<file path="config.mk">
export PLATFORM = sky130hd
export DESIGN_NAME = commit_trace_tx
export DESIGN_NICKNAME = d
export VERILOG_FILES = /design/src/rtl/commit_trace_tx_pkg.sv /design/src/rtl/commit_trace_tx_fifo.sv /design/src/rtl/commit_trace_tx.sv
export SDC_FILE = /design/constraint.sdc
export NUM_CORES = 2
export LEC_CHECK = 0
export CAP_MARGIN = 10
export CORE_ASPECT_RATIO = 0.7
export CORE_MARGIN = 10
export CORE_UTILIZATION = 55
export CTS_CLUSTER_SIZE = 40
export DETAILED_ROUTE_END_ITERATION = 7
export MAX_ROUTING_LAYER = met4
export PLACE_DENSITY = 0.73
export SLEW_MARGIN = 20
export SYNTH_ARGS = -nofsm -noshare
export SYNTH_HDL_FRONTEND = slang
export SYNTH_SLANG_ARGS = --single-unit
</file>
<file path="constraint.sdc">
create_clock -name clk -period 4 [get_ports clk]
set_clock_uncertainty 0.1 [all_clocks]
set_input_delay 0.8 -clock clk [delete_from_list [all_inputs] [get_ports clk]]
set_output_delay 0.8 -clock clk [all_outputs]
set_load 0.01 [all_outputs]
</file>
<file path="src/rtl/commit_trace_tx_pkg.sv">
// commit_trace_tx_pkg: record layout shared by the commit trace transmitter and its FIFO
// Provides the packed trace record (fields, widths and bit positions) and TRACE_REC_W.
// `MEM_ADDR_WIDTH normally comes from MIPS1000_defines.v; a 32-bit fallback keeps
// standalone builds complete. COMMIT_TRACE_CYCLE_EN adds a 32-bit capture-cycle field.
`ifndef MEM_ADDR_WIDTH
`define MEM_ADDR_WIDTH 32
`endif
package commit_trace_tx_pkg;
    localparam int PC_W       = 32;
    localparam int RF_ADDR_W  = 5;
    localparam int DATA_W     = 32;
    localparam int BE_W       = 4;
    localparam int MEM_ADDR_W = `MEM_ADDR_WIDTH;
    localparam int CYCLE_W    = 32;
    // Fields are listed MSB first, so each field's bit offset is the sum of the widths below it.
    typedef struct packed {
`ifdef COMMIT_TRACE_CYCLE_EN
        logic [CYCLE_W-1:0]    cycle;
`endif
        logic [PC_W-1:0]       pc;
        logic                  rf_we;
        logic [RF_ADDR_W-1:0]  rf_waddr;
        logic [DATA_W-1:0]     rf_wdata;
        logic                  mem_we;
        logic [BE_W-1:0]       mem_be;
        logic [MEM_ADDR_W-1:0] mem_addr;
        logic [DATA_W-1:0]     mem_wdata;
    } trace_rec_t;
    localparam int TRACE_REC_W = $bits(trace_rec_t);
endpackage

</file>
<file path="src/rtl/commit_trace_tx_fifo.sv">
// trace_fifo: generic synchronous FIFO with registered storage and wrap-bit pointers
// Ports: clk, rst (async active-low), push/wdata, pop, rdata (head entry), full, empty, count.
// A push while full is accepted only when a pop happens in the same cycle.
module trace_fifo #(
    parameter int WIDTH = 8,
    parameter int DEPTH = 8,
    localparam int AW = $clog2(DEPTH)
) (
    input  logic             clk,
    input  logic             rst,
    input  logic             push,
    input  logic [WIDTH-1:0] wdata,
    input  logic             pop,
    output logic [WIDTH-1:0] rdata,
    output logic             full,
    output logic             empty,
    output logic [AW:0]      count
);
    logic [WIDTH-1:0] mem_q [DEPTH];
    logic [WIDTH-1:0] mem_d [DEPTH];
    logic [AW:0]      wr_q, wr_d, rd_q, rd_d;
    logic             do_push, do_pop;

    always_comb begin
        empty   = wr_q == rd_q;
        full    = (wr_q[AW-1:0] == rd_q[AW-1:0]) && (wr_q[AW] != rd_q[AW]);
        do_pop  = pop && !empty;
        do_push = push && (!full || do_pop);
        count   = wr_q - rd_q;
        rdata   = mem_q[rd_q[AW-1:0]];
        mem_d   = mem_q;
        if (do_push) mem_d[wr_q[AW-1:0]] = wdata;
        wr_d    = wr_q + (AW+1)'(do_push);
        rd_d    = rd_q + (AW+1)'(do_pop);
    end

    always_ff @(posedge clk or negedge rst) begin
        if (!rst) begin
            wr_q  <= '0;
            rd_q  <= '0;
            mem_q <= '{default: '0};
        end else begin
            wr_q  <= wr_d;
            rd_q  <= rd_d;
            mem_q <= mem_d;
        end
    end
endmodule

</file>
<file path="src/rtl/commit_trace_tx.sv">
// commit_trace_tx: captures retiring instructions as trace records and streams them out
// Inputs: commit_* / rf_* / mem_* retirement effects qualified by trace_en && commit_valid;
// tr_ready from the consumer. Outputs: tr_* record head (valid/ready), almost_full stall
// request, sticky overflow and saturating drop_cnt. Optional macro COMMIT_TRACE_CYCLE_EN
// adds tr_cycle, the free-running cycle count sampled at capture.
module commit_trace_tx
    import commit_trace_tx_pkg::*;
#(
    parameter int DEPTH        = 8,
    parameter int SEQ_W        = 16,
    parameter int DROP_W       = 16,
    parameter int AFULL_MARGIN = 2
) (
    input  logic                       clk,
    input  logic                       rst,
    input  logic                       trace_en,
    input  logic                       commit_valid,
    input  logic [31:0]                commit_pc,
    input  logic                       rf_we,
    input  logic [4:0]                 rf_waddr,
    input  logic [31:0]                rf_wdata,
    input  logic                       mem_we,
    input  logic [3:0]                 mem_be,
    input  logic [`MEM_ADDR_WIDTH-1:0] mem_addr,
    input  logic [31:0]                mem_wdata,
    input  logic                       tr_ready,
    output logic                       tr_valid,
    output logic [SEQ_W-1:0]           tr_seq,
    output logic [31:0]                tr_pc,
    output logic                       tr_rf_we,
    output logic [4:0]                 tr_rf_waddr,
    output logic [31:0]                tr_rf_wdata,
    output logic                       tr_mem_we,
    output logic [3:0]                 tr_mem_be,
    output logic [`MEM_ADDR_WIDTH-1:0] tr_mem_addr,
    output logic [31:0]                tr_mem_wdata,
`ifdef COMMIT_TRACE_CYCLE_EN
    output logic [31:0]                tr_cycle,
`endif
    output logic                       almost_full,
    output logic                       overflow,
    output logic [DROP_W-1:0]          drop_cnt
);
    localparam int W  = SEQ_W + TRACE_REC_W;
    localparam int CW = $clog2(DEPTH) + 1;

    trace_rec_t        rec, head;
    logic [W-1:0]      rdata;
    logic [CW-1:0]     count, count_next;
    logic              full, empty, capture, pop, push_ok, drop, rf_ok, mem_ok;
    logic [SEQ_W-1:0]  seq_q, seq_d;
    logic [DROP_W-1:0] drop_cnt_q, drop_cnt_d;
    logic              almost_full_q, almost_full_d, overflow_q, overflow_d;

`ifdef COMMIT_TRACE_CYCLE_EN
    logic [31:0] cycle_q, cycle_d;
    assign cycle_d = cycle_q + 32'd1;
    always_ff @(posedge clk or negedge rst) begin
        if (!rst) cycle_q <= '0;
        else      cycle_q <= cycle_d;
    end
    assign tr_cycle = head.cycle;
`endif

    always_comb begin
        capture         = trace_en && commit_valid;
        pop             = !empty && tr_ready;
        push_ok         = capture && (!full || pop);
        drop            = capture && full && !pop;
        // r0 writes and byte-less stores carry no architectural effect, so they are stored as absent.
        rf_ok           = rf_we && |rf_waddr;
        mem_ok          = mem_we && |mem_be;
        rec             = '0;
        rec.pc          = commit_pc;
        rec.rf_we       = rf_ok;
        rec.rf_waddr    = rf_ok ? rf_waddr : '0;
        rec.rf_wdata    = rf_ok ? rf_wdata : '0;
        rec.mem_we      = mem_ok;
        rec.mem_be      = mem_ok ? mem_be : '0;
        rec.mem_addr    = mem_ok ? mem_addr : '0;
        rec.mem_wdata   = mem_ok ? mem_wdata : '0;
`ifdef COMMIT_TRACE_CYCLE_EN
        rec.cycle       = cycle_q;
`endif
        count_next      = count + CW'(push_ok) - CW'(pop);
        // Dropped records still consume a sequence number so the consumer sees the gap.
        seq_d           = seq_q + SEQ_W'(capture);
        overflow_d      = overflow_q || drop;
        drop_cnt_d      = drop_cnt_q + DROP_W'(drop && !(&drop_cnt_q));
        almost_full_d   = count_next >= CW'(DEPTH - AFULL_MARGIN);
    end

    always_ff @(posedge clk or negedge rst) begin
        if (!rst) begin
            seq_q         <= '0;
            drop_cnt_q    <= '0;
            almost_full_q <= 1'b0;
            overflow_q    <= 1'b0;
        end else begin
            seq_q         <= seq_d;
            drop_cnt_q    <= drop_cnt_d;
            almost_full_q <= almost_full_d;
            overflow_q    <= overflow_d;
        end
    end

    trace_fifo #(.WIDTH(W), .DEPTH(DEPTH)) u_fifo (
        .clk   (clk),
        .rst   (rst),
        .push  (capture),
        .wdata ({seq_q, rec}),
        .pop   (pop),
        .rdata (rdata),
        .full  (full),
        .empty (empty),
        .count (count)
    );

    assign head         = rdata[TRACE_REC_W-1:0];
    assign tr_seq       = rdata[W-1 -: SEQ_W];
    assign tr_valid     = !empty;
    assign tr_pc        = head.pc;
    assign tr_rf_we     = head.rf_we;
    assign tr_rf_waddr  = head.rf_waddr;
    assign tr_rf_wdata  = head.rf_wdata;
    assign tr_mem_we    = head.mem_we;
    assign tr_mem_be    = head.mem_be;
    assign tr_mem_addr  = head.mem_addr;
    assign tr_mem_wdata = head.mem_wdata;
    assign almost_full  = almost_full_q;
    assign overflow     = overflow_q;
    assign drop_cnt     = drop_cnt_q;
endmodule

</file>
==> metrics.log <==
[metrics] result of the run: completed
[metrics] total nets after synthesis: 3749
[metrics] sequential area share after synthesis: 0.547
[metrics] number of cells produced by synthesis: 3591
[metrics] remaining routing DRC violations: 0
[metrics] Distinct cells, synth: 33
[metrics] Congestion Overflow GR: 0
[metrics] worst hold margin: 0.374 ns
[metrics] clock transition at the registers of the reported paths: 0.07 ns
[metrics] DR vias/cell: 5.94
[metrics] number of synthesized flops with an enable pin: 0
[metrics] post-synthesis compound-gate area fraction: 0.000427
[metrics] Die Wd: 410 um
[metrics] Clk network pwr share: 0.226
[metrics] Setup-failing EPs final: 0
[metrics] number of nets in the finished design: just under 4000
[metrics] path type of the worst min-delay path: flop to flop
[metrics] H-tree Lvls: 3
[metrics] clock tree from TritonCTS: done
[metrics] switching power of the nets: 16000 uW
[metrics] Die Y: 293 um
[metrics] kind of cell with the highest combined delay on the critical path: buffers and inverters
[metrics] initial cell density of the core: 0.553
[metrics] number of placed instances, taps included: slightly above 5000
[metrics] multiplexer share of the synthesized area: 0.396
[metrics] unrepaired setup endpoints after global routing: true
[metrics] maximum operating frequency: 254 MHz
[metrics] predominant post-synthesis flop cell: sky130_fd_sc_hd__dfrtp_1
[metrics] non-filler instance count after layout: about 5300
[metrics] DRC marker count from the first detailed-route iteration: 1857
[metrics] number of global-route vias before repair: approximately 35000
[metrics] grt met3 use: 0.0358
[metrics] final-report max-slew violation count: 0
[metrics] Worst Slack Setup Final: 0.0585 ns
[metrics] crit path launch type: flop
[metrics] worst endpoint required time: between 3 and 4 ns
[metrics] switching share of power: 0.296
[metrics] minimum period implied by the final worst setup slack: about 3.9 ns
[metrics] area growth from synthesis to layout: 16.5%
[metrics] WL per Instance: 25.5 um
[metrics] Floorplan Core Area: 106000 um^2
[metrics] Placement Rows: 100
[metrics] maximum fanout along the worst path: 12
[metrics] number of endpoints with negative hold slack in the final report: 0
[metrics] number of port buffers: 317
[metrics] worst rel slew slack: 0.365
[metrics] number of placed I/O pins: 318
[metrics] area share of xor/xnor cells in the synthesized design: 0.00567
[metrics] placer congestion estimate: 0.757
[metrics] flops & latches, synth: 1282
[metrics] number of warnings reported in the yosys synthesis log: 0
[metrics] maximum number of pins on one net before global-route repair: ~150
[metrics] GR peak layer: met2
[metrics] wire length of the first global-routing pass: 214000 um
[metrics] aggregate negative setup slack: 0 ns
[metrics] Final period util: 0.985
[metrics] met1 track demand over resource: 0.328
[metrics] total detailed-routing wirelength: 136000 um
[metrics] kind of end point of the critical path: primary output
[metrics] via count of the routed design: roughly 32000
[metrics] max-cap violation count: 0
[metrics] Critical Path AT: around 3.0 ns
[metrics] Adder-Cell Fraction of Synth Area: 0.00337
[metrics] Worst Path Buf+Inv: 3
[metrics] iteration count of the initial detailed-routing pass: 5
[metrics] worst ir drop on vdd: 0.000611 V
[metrics] post-detail-place hpwl: 77100 um
[metrics] Finished Core Util: 0.644
[metrics] Clock Root Buffer: sky130_fd_sc_hd__clkbuf_16
[metrics] fraction of layout instances using a drive strength above 1: 0.524
[metrics] power density cells: about 790 nW/um^2
[metrics] clock sink count: around 1300
[metrics] delay of the slowest cell on the worst path: 0.53 ns
[metrics] Lkg Pwr: 0.0322 uW
[metrics] initial antenna violation count: 5
[metrics] total routing usage reported by global routing: 0.233
[metrics] logic gate share of total power: 0.392
[metrics] worst slack, placed: -0.0999 ns
[metrics] area of the mapped netlist: 58700 um^2
[metrics] Worst-Margin Slew: around 0.95 ns
[metrics] insertion delay to the later sink of the worst-skew pair: 0.71 ns
[metrics] GR met2 Demand/Resource: 0.360
[metrics] mean instance size in the synthesized netlist: 16.3 um^2
[metrics] remaining antenna violation count: 0
[metrics] synthesized-area fraction occupied by and/or/nand/nor cells: 0.0183
[metrics] TritonCTS buffer count: 120
[metrics] share of synthesized registers carrying an async set or reset: 1.00
[metrics] dominant combinational cell family by area after synthesis: multiplexers
[metrics] sequential cell fraction of total power: 0.382
[metrics] sequence of cells on the critical path: buf_16, buf_12, mux4_2, mux2_2, clkdlybuf4s50_1
[metrics] Clock Path Buffers: 3
[metrics] die area: 120000 um^2
[metrics] design internal power: around 38000 uW
[metrics] cell with the largest stage delay on the worst path: sky130_fd_sc_hd__mux4_2
[metrics] Crit Path Class: flop to primary output
## kinds of logic (layout without fill, tap and decap cells)
group / Yosys count / in the layout
buffers and inverters: 369 / 679
adders and majority gates: 14 / 14
AOI/OAI and AO/OA: 3 / 3
and+or+nand+nor: 180 / 180
xor gates and xnor gates: 38 / 38
other: 0 / 8
DFF: 1282 / 1282
muxes: 1705 / 1705
## worst reg2reg max path: stages (launching register included)
cell                      delay, ns
sky130_fd_sc_hd__dfrtp_4       0.49
sky130_fd_sc_hd__ha_1          0.35
sky130_fd_sc_hd__nor2b_2       0.18
sky130_fd_sc_hd__and4b_1       0.25
sky130_fd_sc_hd__nor2_1        0.08
sky130_fd_sc_hd__fa_1          0.41
sky130_fd_sc_hd__fa_1          0.49
sky130_fd_sc_hd__ha_1          0.15
sky130_fd_sc_hd__inv_1         0.06
sky130_fd_sc_hd__fa_1          0.43
sky130_fd_sc_hd__xnor2_1       0.19
sky130_fd_sc_hd__xnor2_1       0.15
sky130_fd_sc_hd__xnor2_1       0.15
sky130_fd_sc_hd__o21ai_0       0.11
## registers in the layout, indices dropped and copies added, names as in the netlist
signal	count
almost_full	1
drop_cnt	16
overflow	1
seq_q	16
u_fifo.mem_q	1240
u_fifo.rd_q	4
u_fifo.wr_q	4
## through the flow
| step | area (um^2) | total power (uW) |
|---|---|---|
| after floorplan | 58700 | 34000 |
| after global placement | 63400 | 40900 |
| after detailed placement | 63400 | 41400 |
| after CTS | 68100 | 54300 |
| after global routing | 68300 | 56600 |
| final | 68400 | 53800 |
## synthesized netlist by cell type (all sizes together) (2+ instances only)
cell       n  share of area
and3      39         0.0042
nand3b     2        0.00026
nand2     14        0.00090
nor2      11        0.00070
nand3     11        0.00094
nor3       6        0.00051
mux4     310           0.12
nand4      9        0.00096
xor2      14         0.0021
ha        11         0.0023
dfrtp   1282           0.55
xnor2     24         0.0036
inv        9        0.00058
buf      171          0.016
nand4b     2        0.00030
mux2    1395           0.28
and2      76         0.0081
and4       5        0.00075
clkbuf   189          0.012
fa         3         0.0010
## routing by layer
| metal | up-vias | routed length (um) |
|---|---|---|
| li1 | 13600 | - |
| met5 | - | 0 |
| met1 | 17400 | 62900 |
| met2 | 544 | 65500 |
| met4 | 0 | 2470 |
| met3 | 166 | 5170 |
## cell usage in the layout (no fill, tap or decap), types with 2 or more instances in the layout
master and count:
sky130_fd_sc_hd__nand3b_1 2, sky130_fd_sc_hd__inv_16 2, sky130_fd_sc_hd__nand4_1 9, sky130_fd_sc_hd__nand4b_1 2
sky130_fd_sc_hd__clkdlybuf4s50_1 224, sky130_fd_sc_hd__inv_1 9, sky130_fd_sc_hd__and3_4 2, sky130_fd_sc_hd__and2_1 74
sky130_fd_sc_hd__and2_0 2, sky130_fd_sc_hd__buf_16 19, sky130_fd_sc_hd__buf_4 56, sky130_fd_sc_hd__dfrtp_1 1279
sky130_fd_sc_hd__clkbuf_8 31, sky130_fd_sc_hd__clkbuf_16 125, sky130_fd_sc_hd__bufbuf_16 3, sky130_fd_sc_hd__nor2_1 10
sky130_fd_sc_hd__and4_1 4, sky130_fd_sc_hd__mux2_2 1245, sky130_fd_sc_hd__xnor2_1 24, sky130_fd_sc_hd__inv_6 2
sky130_fd_sc_hd__mux4_2 310, sky130_fd_sc_hd__dfrtp_4 3, sky130_fd_sc_hd__nand3_1 11, sky130_fd_sc_hd__ha_1 11
sky130_fd_sc_hd__xor2_1 14, sky130_fd_sc_hd__fa_1 3, sky130_fd_sc_hd__mux2_4 150, sky130_fd_sc_hd__bufinv_16 14
sky130_fd_sc_hd__buf_12 47, sky130_fd_sc_hd__diode_2 8, sky130_fd_sc_hd__dlygate4sd2_1 51, sky130_fd_sc_hd__clkbuf_1 23
sky130_fd_sc_hd__clkinvlp_4 7, sky130_fd_sc_hd__nor3_1 6, sky130_fd_sc_hd__clkinv_2 20, sky130_fd_sc_hd__nand2_1 14
sky130_fd_sc_hd__and3_1 37, sky130_fd_sc_hd__dlymetal6s2s_1 41
## layout make-up
cell class              instances  area [um^2]
well taps                    1428         1790
clock buffers                 176         3570
repair buffers                447         5300
diodes                          8         20.0
clock inverters                47          656
inverters                       9         33.8
flip-flops and latches       1282        32100
fillers                      7554        37700
multi-input cells            1940        24900
## power by group through the flow
stage | Combinational (uW) | Clock, uW | Sequential (uW)
2_1_floorplan | 14300 | 0 | 19700
3_3_place_gp | 20500 | 0 | 20500
3_5_place_dp | 20800 | 0 | 20700
4_1_cts | 21300 | 12400 | 20500
5_1_grt | 22600 | 12900 | 21200
6_report | 21100 | 12200 | 20600
## worst paths after layout
check	depth (start not counted)	slack (ns)	end	from
worst max-delay path	5	0.06	tr_rf_wdata[16]	u_fifo.rd_q[0]
worst min-delay path	1	0.37	overflow	overflow
worst max register to register	13	0.27	almost_full	u_fifo.rd_q[2]
worst min register to register	1	0.37	overflow	overflow
max in group asynchronous	3	1.93	u_fifo.mem_q[806]	rst
min in group asynchronous	2	0.59	u_fifo.mem_q[924]	rst
## what timing repair did
action,in CTS,in global routing
buffers inserted,12,8
gates resized for setup,82,47
setup endpoints to repair,145,65
cloned,9,3
hold endpoints to repair,70,0
pin swaps,0,0
hold buffers,1,0
(Power assumes the default switching activity.)
